===== config.mk =====
export PLATFORM = sky130hd
export DESIGN_NAME = pl_trace_buf
export DESIGN_NICKNAME = d
export VERILOG_FILES = /design/src/rtl/pl_trace_buf.sv
export SDC_FILE = /design/constraint.sdc
export NUM_CORES = 1
export LEC_CHECK = 0
export BUFFER_PORTS_ARGS = -buffer_cell sky130_fd_sc_hd__buf_2
export CELL_PAD_IN_SITES_DETAIL_PLACEMENT = 1
export CELL_PAD_IN_SITES_GLOBAL_PLACEMENT = 2
export CORE_MARGIN = 2
export CORE_UTILIZATION = 42
export DETAILED_ROUTE_END_ITERATION = 10
export PLACE_DENSITY_LB_ADDON = 0.1
export SKIP_LAST_GASP = 1
export SLEW_MARGIN = 15
export SYNTH_ARGS = -nofsm -noshare
export SYNTH_HDL_FRONTEND = slang
export SYNTH_SLANG_ARGS = --single-unit
export TNS_END_PERCENT = 20

===== constraint.sdc =====
create_clock -name clk -period 3.8 [get_ports clk]
set_clock_uncertainty 0.15 [all_clocks]
set_input_delay 0.38 -clock clk [delete_from_list [all_inputs] [get_ports clk]]
set_output_delay 0.38 -clock clk [all_outputs]
set_load 0.01 [all_outputs]

===== src/rtl/pl_trace_buf.sv =====
`default_nettype none
// ============================================================================
// Module   : pl_trace_buf
// Brief    : Retire-trace circular buffer with performance counters for the
//            rv_pl pipelined core. Captures WB retire events in wrap,
//            stop-when-full or PC-trigger mode; read out via valid/ready pop.
// Revision : 1.0 - initial release
// ============================================================================
module pl_trace_buf #(
    parameter int DEPTH  = 16,
    parameter int PC_W   = 32,
    parameter int DATA_W = 32,
    parameter int CNT_W  = 32
) (
    input  logic                     clk,
    input  logic                     rst_n,
    input  logic                     w_valid,
    input  logic [PC_W-1:0]          w_pc,
    input  logic                     w_we_rf,
    input  logic [4:0]               w_rd,
    input  logic [DATA_W-1:0]        w_result,
    input  logic                     pc_en,
    input  logic                     id_ex_clr,
    input  logic                     arm,
    input  logic [1:0]               mode,
    input  logic [PC_W-1:0]          trig_pc,
    input  logic [7:0]               post_cnt,
    output logic                     rd_valid,
    input  logic                     rd_ready,
    output logic [PC_W-1:0]          rd_pc,
    output logic [4:0]               rd_rd,
    output logic                     rd_we,
    output logic [DATA_W-1:0]        rd_data,
    output logic [$clog2(DEPTH):0]   count,
    output logic                     overflow,
    output logic                     triggered,
    output logic                     busy,
    output logic                     done,
    output logic [CNT_W-1:0]         cyc_cnt,
    output logic [CNT_W-1:0]         stall_cnt,
    output logic [CNT_W-1:0]         flush_cnt,
    output logic [CNT_W-1:0]         retire_cnt
);

    localparam int               c_AW   = $clog2(DEPTH);
    localparam int               c_EW   = PC_W + 5 + 1 + DATA_W;
    localparam logic [c_AW:0]    c_FULL = (c_AW+1)'(DEPTH);

    localparam logic [1:0] c_IDLE    = 2'd0;
    localparam logic [1:0] c_CAPTURE = 2'd1;
    localparam logic [1:0] c_POST    = 2'd2;
    localparam logic [1:0] c_DONE    = 2'd3;

    localparam logic [1:0] c_MODE_STOP = 2'd1;
    localparam logic [1:0] c_MODE_TRIG = 2'd2;

    logic [c_EW-1:0]   r_mem [DEPTH];
    logic [1:0]        r_state;
    logic [c_AW-1:0]   r_wptr;
    logic [c_AW-1:0]   r_rptr;
    logic [c_AW:0]     r_count;
    logic [7:0]        r_remaining;
    logic              r_overflow;
    logic              r_triggered;
    logic              r_busy;
    logic              r_done;
    logic [CNT_W-1:0]  r_cyc;
    logic [CNT_W-1:0]  r_stall;
    logic [CNT_W-1:0]  r_flush;
    logic [CNT_W-1:0]  r_retire;

    logic [1:0]        w_state_nxt;
    logic [7:0]        w_rem_nxt;
    logic              w_trig_set;
    logic [c_AW:0]     w_count_nxt;
    logic [1:0]        w_mode_eff;
    logic              w_push;
    logic              w_pop;
    logic              w_full;
    logic [c_EW-1:0]   w_head;

    // Mode 3 is an alias of wrap mode
    assign w_mode_eff = (mode == 2'd3) ? 2'd0 : mode;
    assign w_full     = (r_count == c_FULL);
    assign w_push     = w_valid & r_busy & ~arm;
    assign w_pop      = (r_count != '0) & rd_ready & ~arm;

    // Occupancy after this cycle; a push into a full buffer overwrites
    always_comb begin
        w_count_nxt = r_count;
        case ({w_push, w_pop})
            2'b10:   w_count_nxt = w_full ? r_count : r_count + (c_AW+1)'(1);
            2'b01:   w_count_nxt = r_count - (c_AW+1)'(1);
            default: w_count_nxt = r_count;
        endcase
    end

    // Next-state logic for the capture controller and post-trigger countdown
    always_comb begin
        w_state_nxt = r_state;
        w_rem_nxt   = r_remaining;
        w_trig_set  = 1'b0;
        if (arm) begin
            w_state_nxt = c_CAPTURE;
            w_rem_nxt   = 8'd0;
        end else begin
            case (r_state)
                c_CAPTURE: begin
                    if (w_push) begin
                        if (w_mode_eff == c_MODE_STOP && w_count_nxt == c_FULL) begin
                            w_state_nxt = c_DONE;
                        end else if (w_mode_eff == c_MODE_TRIG && w_pc == trig_pc) begin
                            w_trig_set = 1'b1;
                            if (post_cnt == 8'd0) begin
                                w_state_nxt = c_DONE;
                            end else begin
                                w_state_nxt = c_POST;
                                w_rem_nxt   = post_cnt;
                            end
                        end
                    end
                end
                c_POST: begin
                    if (w_push) begin
                        w_rem_nxt = r_remaining - 8'd1;
                        if (r_remaining == 8'd1) begin
                            w_state_nxt = c_DONE;
                        end
                    end
                end
                default: w_state_nxt = r_state;
            endcase
        end
    end

    // Trace storage; contents are only observable while count is non-zero
    always_ff @(posedge clk) begin
        if (w_push) begin
            r_mem[r_wptr] <= {w_pc, w_rd, w_we_rf, w_result};
        end
    end

    // State, pointers, flags and saturating performance counters
    always_ff @(posedge clk or negedge rst_n) begin
        if (!rst_n) begin
            r_state     <= c_IDLE;
            r_wptr      <= '0;
            r_rptr      <= '0;
            r_count     <= '0;
            r_remaining <= 8'd0;
            r_overflow  <= 1'b0;
            r_triggered <= 1'b0;
            r_busy      <= 1'b0;
            r_done      <= 1'b0;
            r_cyc       <= '0;
            r_stall     <= '0;
            r_flush     <= '0;
            r_retire    <= '0;
        end else begin
            r_state     <= w_state_nxt;
            r_remaining <= w_rem_nxt;
            r_busy      <= (w_state_nxt == c_CAPTURE) || (w_state_nxt == c_POST);
            r_done      <= (w_state_nxt == c_DONE);
            if (arm) begin
                r_wptr      <= '0;
                r_rptr      <= '0;
                r_count     <= '0;
                r_overflow  <= 1'b0;
                r_triggered <= 1'b0;
                r_cyc       <= '0;
                r_stall     <= '0;
                r_flush     <= '0;
                r_retire    <= '0;
            end else begin
                r_count <= w_count_nxt;
                if (w_push) begin
                    r_wptr <= r_wptr + c_AW'(1);
                end
                if (w_pop || (w_push && w_full)) begin
                    r_rptr <= r_rptr + c_AW'(1);
                end
                if (w_push && w_full && !w_pop) begin
                    r_overflow <= 1'b1;
                end
                if (w_trig_set) begin
                    r_triggered <= 1'b1;
                end
                if (r_busy) begin
                    if (~&r_cyc) r_cyc <= r_cyc + CNT_W'(1);
                    if (!pc_en && ~&r_stall) r_stall <= r_stall + CNT_W'(1);
                    if (id_ex_clr && ~&r_flush) r_flush <= r_flush + CNT_W'(1);
                    if (w_valid && ~&r_retire) r_retire <= r_retire + CNT_W'(1);
                end
            end
        end
    end

    assign w_head     = r_mem[r_rptr];
    assign rd_valid   = (r_count != '0);
    assign rd_pc      = rd_valid ? w_head[c_EW-1 -: PC_W]     : '0;
    assign rd_rd      = rd_valid ? w_head[DATA_W+5 -: 5]      : 5'd0;
    assign rd_we      = rd_valid ? w_head[DATA_W]             : 1'b0;
    assign rd_data    = rd_valid ? w_head[DATA_W-1:0]         : '0;
    assign count      = r_count;
    assign overflow   = r_overflow;
    assign triggered  = r_triggered;
    assign busy       = r_busy;
    assign done       = r_done;
    assign cyc_cnt    = r_cyc;
    assign stall_cnt  = r_stall;
    assign flush_cnt  = r_flush;
    assign retire_cnt = r_retire;

endmodule
`default_nettype wire


==> flow_metrics.env <==
export IMPL_post_dp_cell_area_mm2=0.0557
export IMPL_row_count=128
export IMPL_numCtsBuffers=142
export IMPL_detail_route_iter0_violations=2077
export IMPL_die_width_um=353
export IMPL_synth_edff_count=1120
export IMPL_ys_warn_count=0
export IMPL_clockRootBuffer="sky130_fd_sc_hd__clkbuf_16"
export IMPL_postSynth_asyncResetShare_pct=12.2
export IMPL_timing_critical_path_required_ns=4.29
export IMPL_layout_cells_non_filler=4893
export IMPL_design_power_total_w=0.0305
export IMPL_worst_setup_path_type="register to register"
export IMPL_lkg_pwr_nw=20.5
export IMPL_routed_wirelength_um=138000
export IMPL_final_layout_size_suffix_gt1_share_pct=31.4
export IMPL_via_count=27054
export IMPL_post_synth_instance_area_mm2=0.0512
export IMPL_cts_reportedPaths_clkPinSlew_ns=0.06
export IMPL_timing_hold_ws_ns=0.170
export IMPL_dpl_cell_count=4538
export IMPL_rsz0062_at_grt="true"
export IMPL_syn_instance_count=2612
export IMPL_drt_wirelength_per_cell_um=28.1
export IMPL_drt_antenna_violating_nets=0
export IMPL_min_period_ns=3.79
export IMPL_fin_crit_sh_pct=99.7
export IMPL_cts_num_sinks=1275
export IMPL_max_cap_viol_count=0
export IMPL_hold_path_class="primary input to register"
export IMPL_grt_start_max_net_pins=141
export IMPL_final_net_count=3294
export IMPL_floorplan_initialDensity_pct=42.2
export IMPL_io_pins=327
export IMPL_yosys_register_bits=1275
export IMPL_die_area_mm2=0.125
export IMPL_report_final_hold_viol_count=0
export IMPL_ctsHtreeMaxLevel=4
export IMPL_syn_to_final_growth_pct=19.6
export IMPL_grt_usage_pct=22.3
export IMPL_grt_first_pass_wirelength_um=204000
export IMPL_syn_avg_cell_area_um2=19.6
export IMPL_outcome="finished, final reports clean"
export IMPL_timing_fmax_ghz=0.264
export IMPL_peakVddDrop_mv=0.412
export IMPL_cts_tree="done"
export IMPL_syn_nets=2750
export IMPL_setup_viol_count_final=0
export IMPL_worst_r2r_setup_slack_ns=0.01
export IMPL_synthFlopType="sky130_fd_sc_hd__edfxtp_1"
export IMPL_seq_area_frac_synth_pct=73.3
export IMPL_path_max_fanout=6
export IMPL_first_global_vias=29590
export IMPL_layout_cells_most_common_list="sky130_fd_sc_hd__edfxtp_1, sky130_fd_sc_hd__mux4_2, sky130_fd_sc_hd__buf_2"
export IMPL_die_height_um=353
export IMPL_critPathArrivalTime_ns=4.28
export IMPL_layout_cell_area_non_filler_mm2=0.0612
export IMPL_hpwlAfterDp_um=80900
export IMPL_yosys_cell_types_count=62
export IMPL_clock_insertion_delay_worst_skew_ns=0.75
export IMPL_firstDrtPassIters=7
export IMPL_gr_total_overflow=0
export IMPL_clock_tree_buffer_depth=3
export IMPL_initial_antenna_violation_count=15
export IMPL_worstSetupEndpointType="register"
export IMPL_power_density_mw_per_mm2=498
export IMPL_drv_slew=0
export IMPL_timing_critical_path_from_type="register"
export IMPL_drcViolationCount=0
export IMPL_core_area_mm2=0.121
export IMPL_globalplace_congestion=0.775
export IMPL_worstMarginPinSlew_ns=0.953
export IMPL_vias_per_cell=5.53
export IMPL_max_slew_margin_pct=36.3
export IMPL_quantity_of_i_o_buffers_inserted_on_ports=326
export IMPL_mostFrequentLayoutCell="sky130_fd_sc_hd__edfxtp_1"
export IMPL_totalNegativeSetupSlack_ns=0
path summary, 6_finish.rpt:
path / startpoint / to / cells after the start
setup / recovery: count[0]$_DFF_PN0_ / busy$_DFF_PN0_ / 16
hold / removal: pc_en / stall_cnt[0]$_DFFE_PN0P_ / 5
setup reg to reg: count[0]$_DFF_PN0_ / busy$_DFF_PN0_ / 16
hold reg to reg: overflow$_DFFE_PN0P_ / overflow$_DFFE_PN0P_ / 2
max in group asynchronous: rst_n / flush_cnt[20]$_DFFE_PN0P_ / 4
min in group asynchronous: rst_n / flush_cnt[12]$_DFFE_PN0P_ / 3
metrics by stage:
stage                     util [%]  worst slack [ns]
after floorplan                  -           0.00945
after global placement        45.9            0.0347
after detailed placement      45.9            0.0276
after CTS                     50.3           -0.0249
after global routing          50.4            -0.157
final                         50.4           0.00977
synthesized netlist by cell type, types with 9 or more instances:
| cell | n | area [um2] |
|---|---|---|
| sky130_fd_sc_hd__buf_1 | 9 | 33.8 |
| sky130_fd_sc_hd__ha_1 | 19 | 238 |
| sky130_fd_sc_hd__nor2_1 | 179 | 672 |
| sky130_fd_sc_hd__dfrtp_1 | 155 | 3880 |
| sky130_fd_sc_hd__a21oi_1 | 29 | 145 |
| sky130_fd_sc_hd__mux4_2 | 350 | 7880 |
| sky130_fd_sc_hd__nor3_1 | 22 | 110 |
| sky130_fd_sc_hd__nor4_1 | 10 | 62.6 |
| sky130_fd_sc_hd__and2_1 | 28 | 175 |
| sky130_fd_sc_hd__nand3_1 | 55 | 275 |
| sky130_fd_sc_hd__xnor2_1 | 81 | 709 |
| sky130_fd_sc_hd__and4_1 | 14 | 123 |
| sky130_fd_sc_hd__nand2_1 | 69 | 259 |
| sky130_fd_sc_hd__and3_1 | 23 | 144 |
| sky130_fd_sc_hd__clkbuf_1 | 74 | 278 |
| sky130_fd_sc_hd__buf_2 | 31 | 155 |
| sky130_fd_sc_hd__edfxtp_1 | 1120 | 33600 |
| sky130_fd_sc_hd__inv_1 | 30 | 113 |
| sky130_fd_sc_hd__nor2b_1 | 76 | 475 |
| sky130_fd_sc_hd__or3_1 | 15 | 93.8 |
| sky130_fd_sc_hd__o21ai_0 | 22 | 110 |
| sky130_fd_sc_hd__nand4_1 | 52 | 325 |
| sky130_fd_sc_hd__xor2_1 | 69 | 604 |
| sky130_fd_sc_hd__mux2i_1 | 11 | 110 |
area by class of cell:
| class | count | area, um2 |
|---|---|---|
| diodes | 1 | 2.50 |
| clock buffers | 164 | 3660 |
| clock inverters | 91 | 751 |
| fillers | 11206 | 60200 |
| inverters | 30 | 113 |
| multi-input cells | 1193 | 13200 |
| flip-flops and latches | 1275 | 37500 |
| well taps | 1625 | 2030 |
| repair buffers | 514 | 3920 |
cells by family (layout without fill, tap and decap cells):
family | Yosys count | in the layout | synth area share [%]
xor gates and xnor gates | 150 | 150 | 2.57
adders and majority gates | 19 | 19 | 0.464
AOI/OAI and AO/OA | 83 | 83 | 1.00
other | 0 | 1 | 0
and+or+nand+nor | 577 | 577 | 5.87
DFF | 1275 | 1275 | 73.3
muxes | 364 | 364 | 15.7
buffers and inverters | 144 | 799 | 1.13
critical path: stages, from the launching register on:
cell,delay [ns]
sky130_fd_sc_hd__dfrtp_1,0.38
sky130_fd_sc_hd__inv_1,0.09
sky130_fd_sc_hd__ha_2,0.21
sky130_fd_sc_hd__nor3b_4,0.24
sky130_fd_sc_hd__nor2b_4,0.19
sky130_fd_sc_hd__nor2_1,0.06
sky130_fd_sc_hd__nand2_2,0.11
sky130_fd_sc_hd__inv_1,0.05
sky130_fd_sc_hd__ha_2,0.24
sky130_fd_sc_hd__mux2i_1,0.19
sky130_fd_sc_hd__nor2_1,0.09
sky130_fd_sc_hd__or4bb_1,0.55
sky130_fd_sc_hd__a2111oi_4,0.26
sky130_fd_sc_hd__a21oi_2,0.11
sky130_fd_sc_hd__or2_2,0.31
sky130_fd_sc_hd__a31oi_2,0.20
sky130_fd_sc_hd__ha_1,0.25
where the power goes:
group          switching [W]  total (W)  internal, W
clock network        0.00562     0.0131      0.00753
registers          0.0000929     0.0156       0.0155
logic                0.00101    0.00172     0.000708
layer usage:
layer / part of all wire (%) / wire length (um) / vias up / global-route usage [%]
met5: 0.081 / 112 / - / 0
met4: 1.8 / 2490 / 20 / 5.48
met3: 4.6 / 6320 / 179 / 3.77
met2: 51 / 70300 / 626 / 38.0
met1: 42 / 58500 / 14613 / 30.0
li1: - / - / 11616 / -
registers in the layout, indices dropped and copies added (netlist names):
name / count
triggered: 1
r_remaining: 8
done: 1
count: 5
r_rptr: 4
overflow: 1
r_mem: 1120
stall_cnt: 32
cyc_cnt: 32
flush_cnt: 32
r_state: 2
retire_cnt: 32
r_wptr: 4
busy: 1
timing repair:
action / CTS / global route
endpoints found under the setup margin: 69 / 34
gates cloned: 1 / 1
resized for setup: 4 / 11
pin swaps: 0 / 1
hold buffers: 84 / 0
buffers inserted: 5 / 8
endpoints found under the hold margin: 1265 / 0
Power figures use the tool's default switching activity.
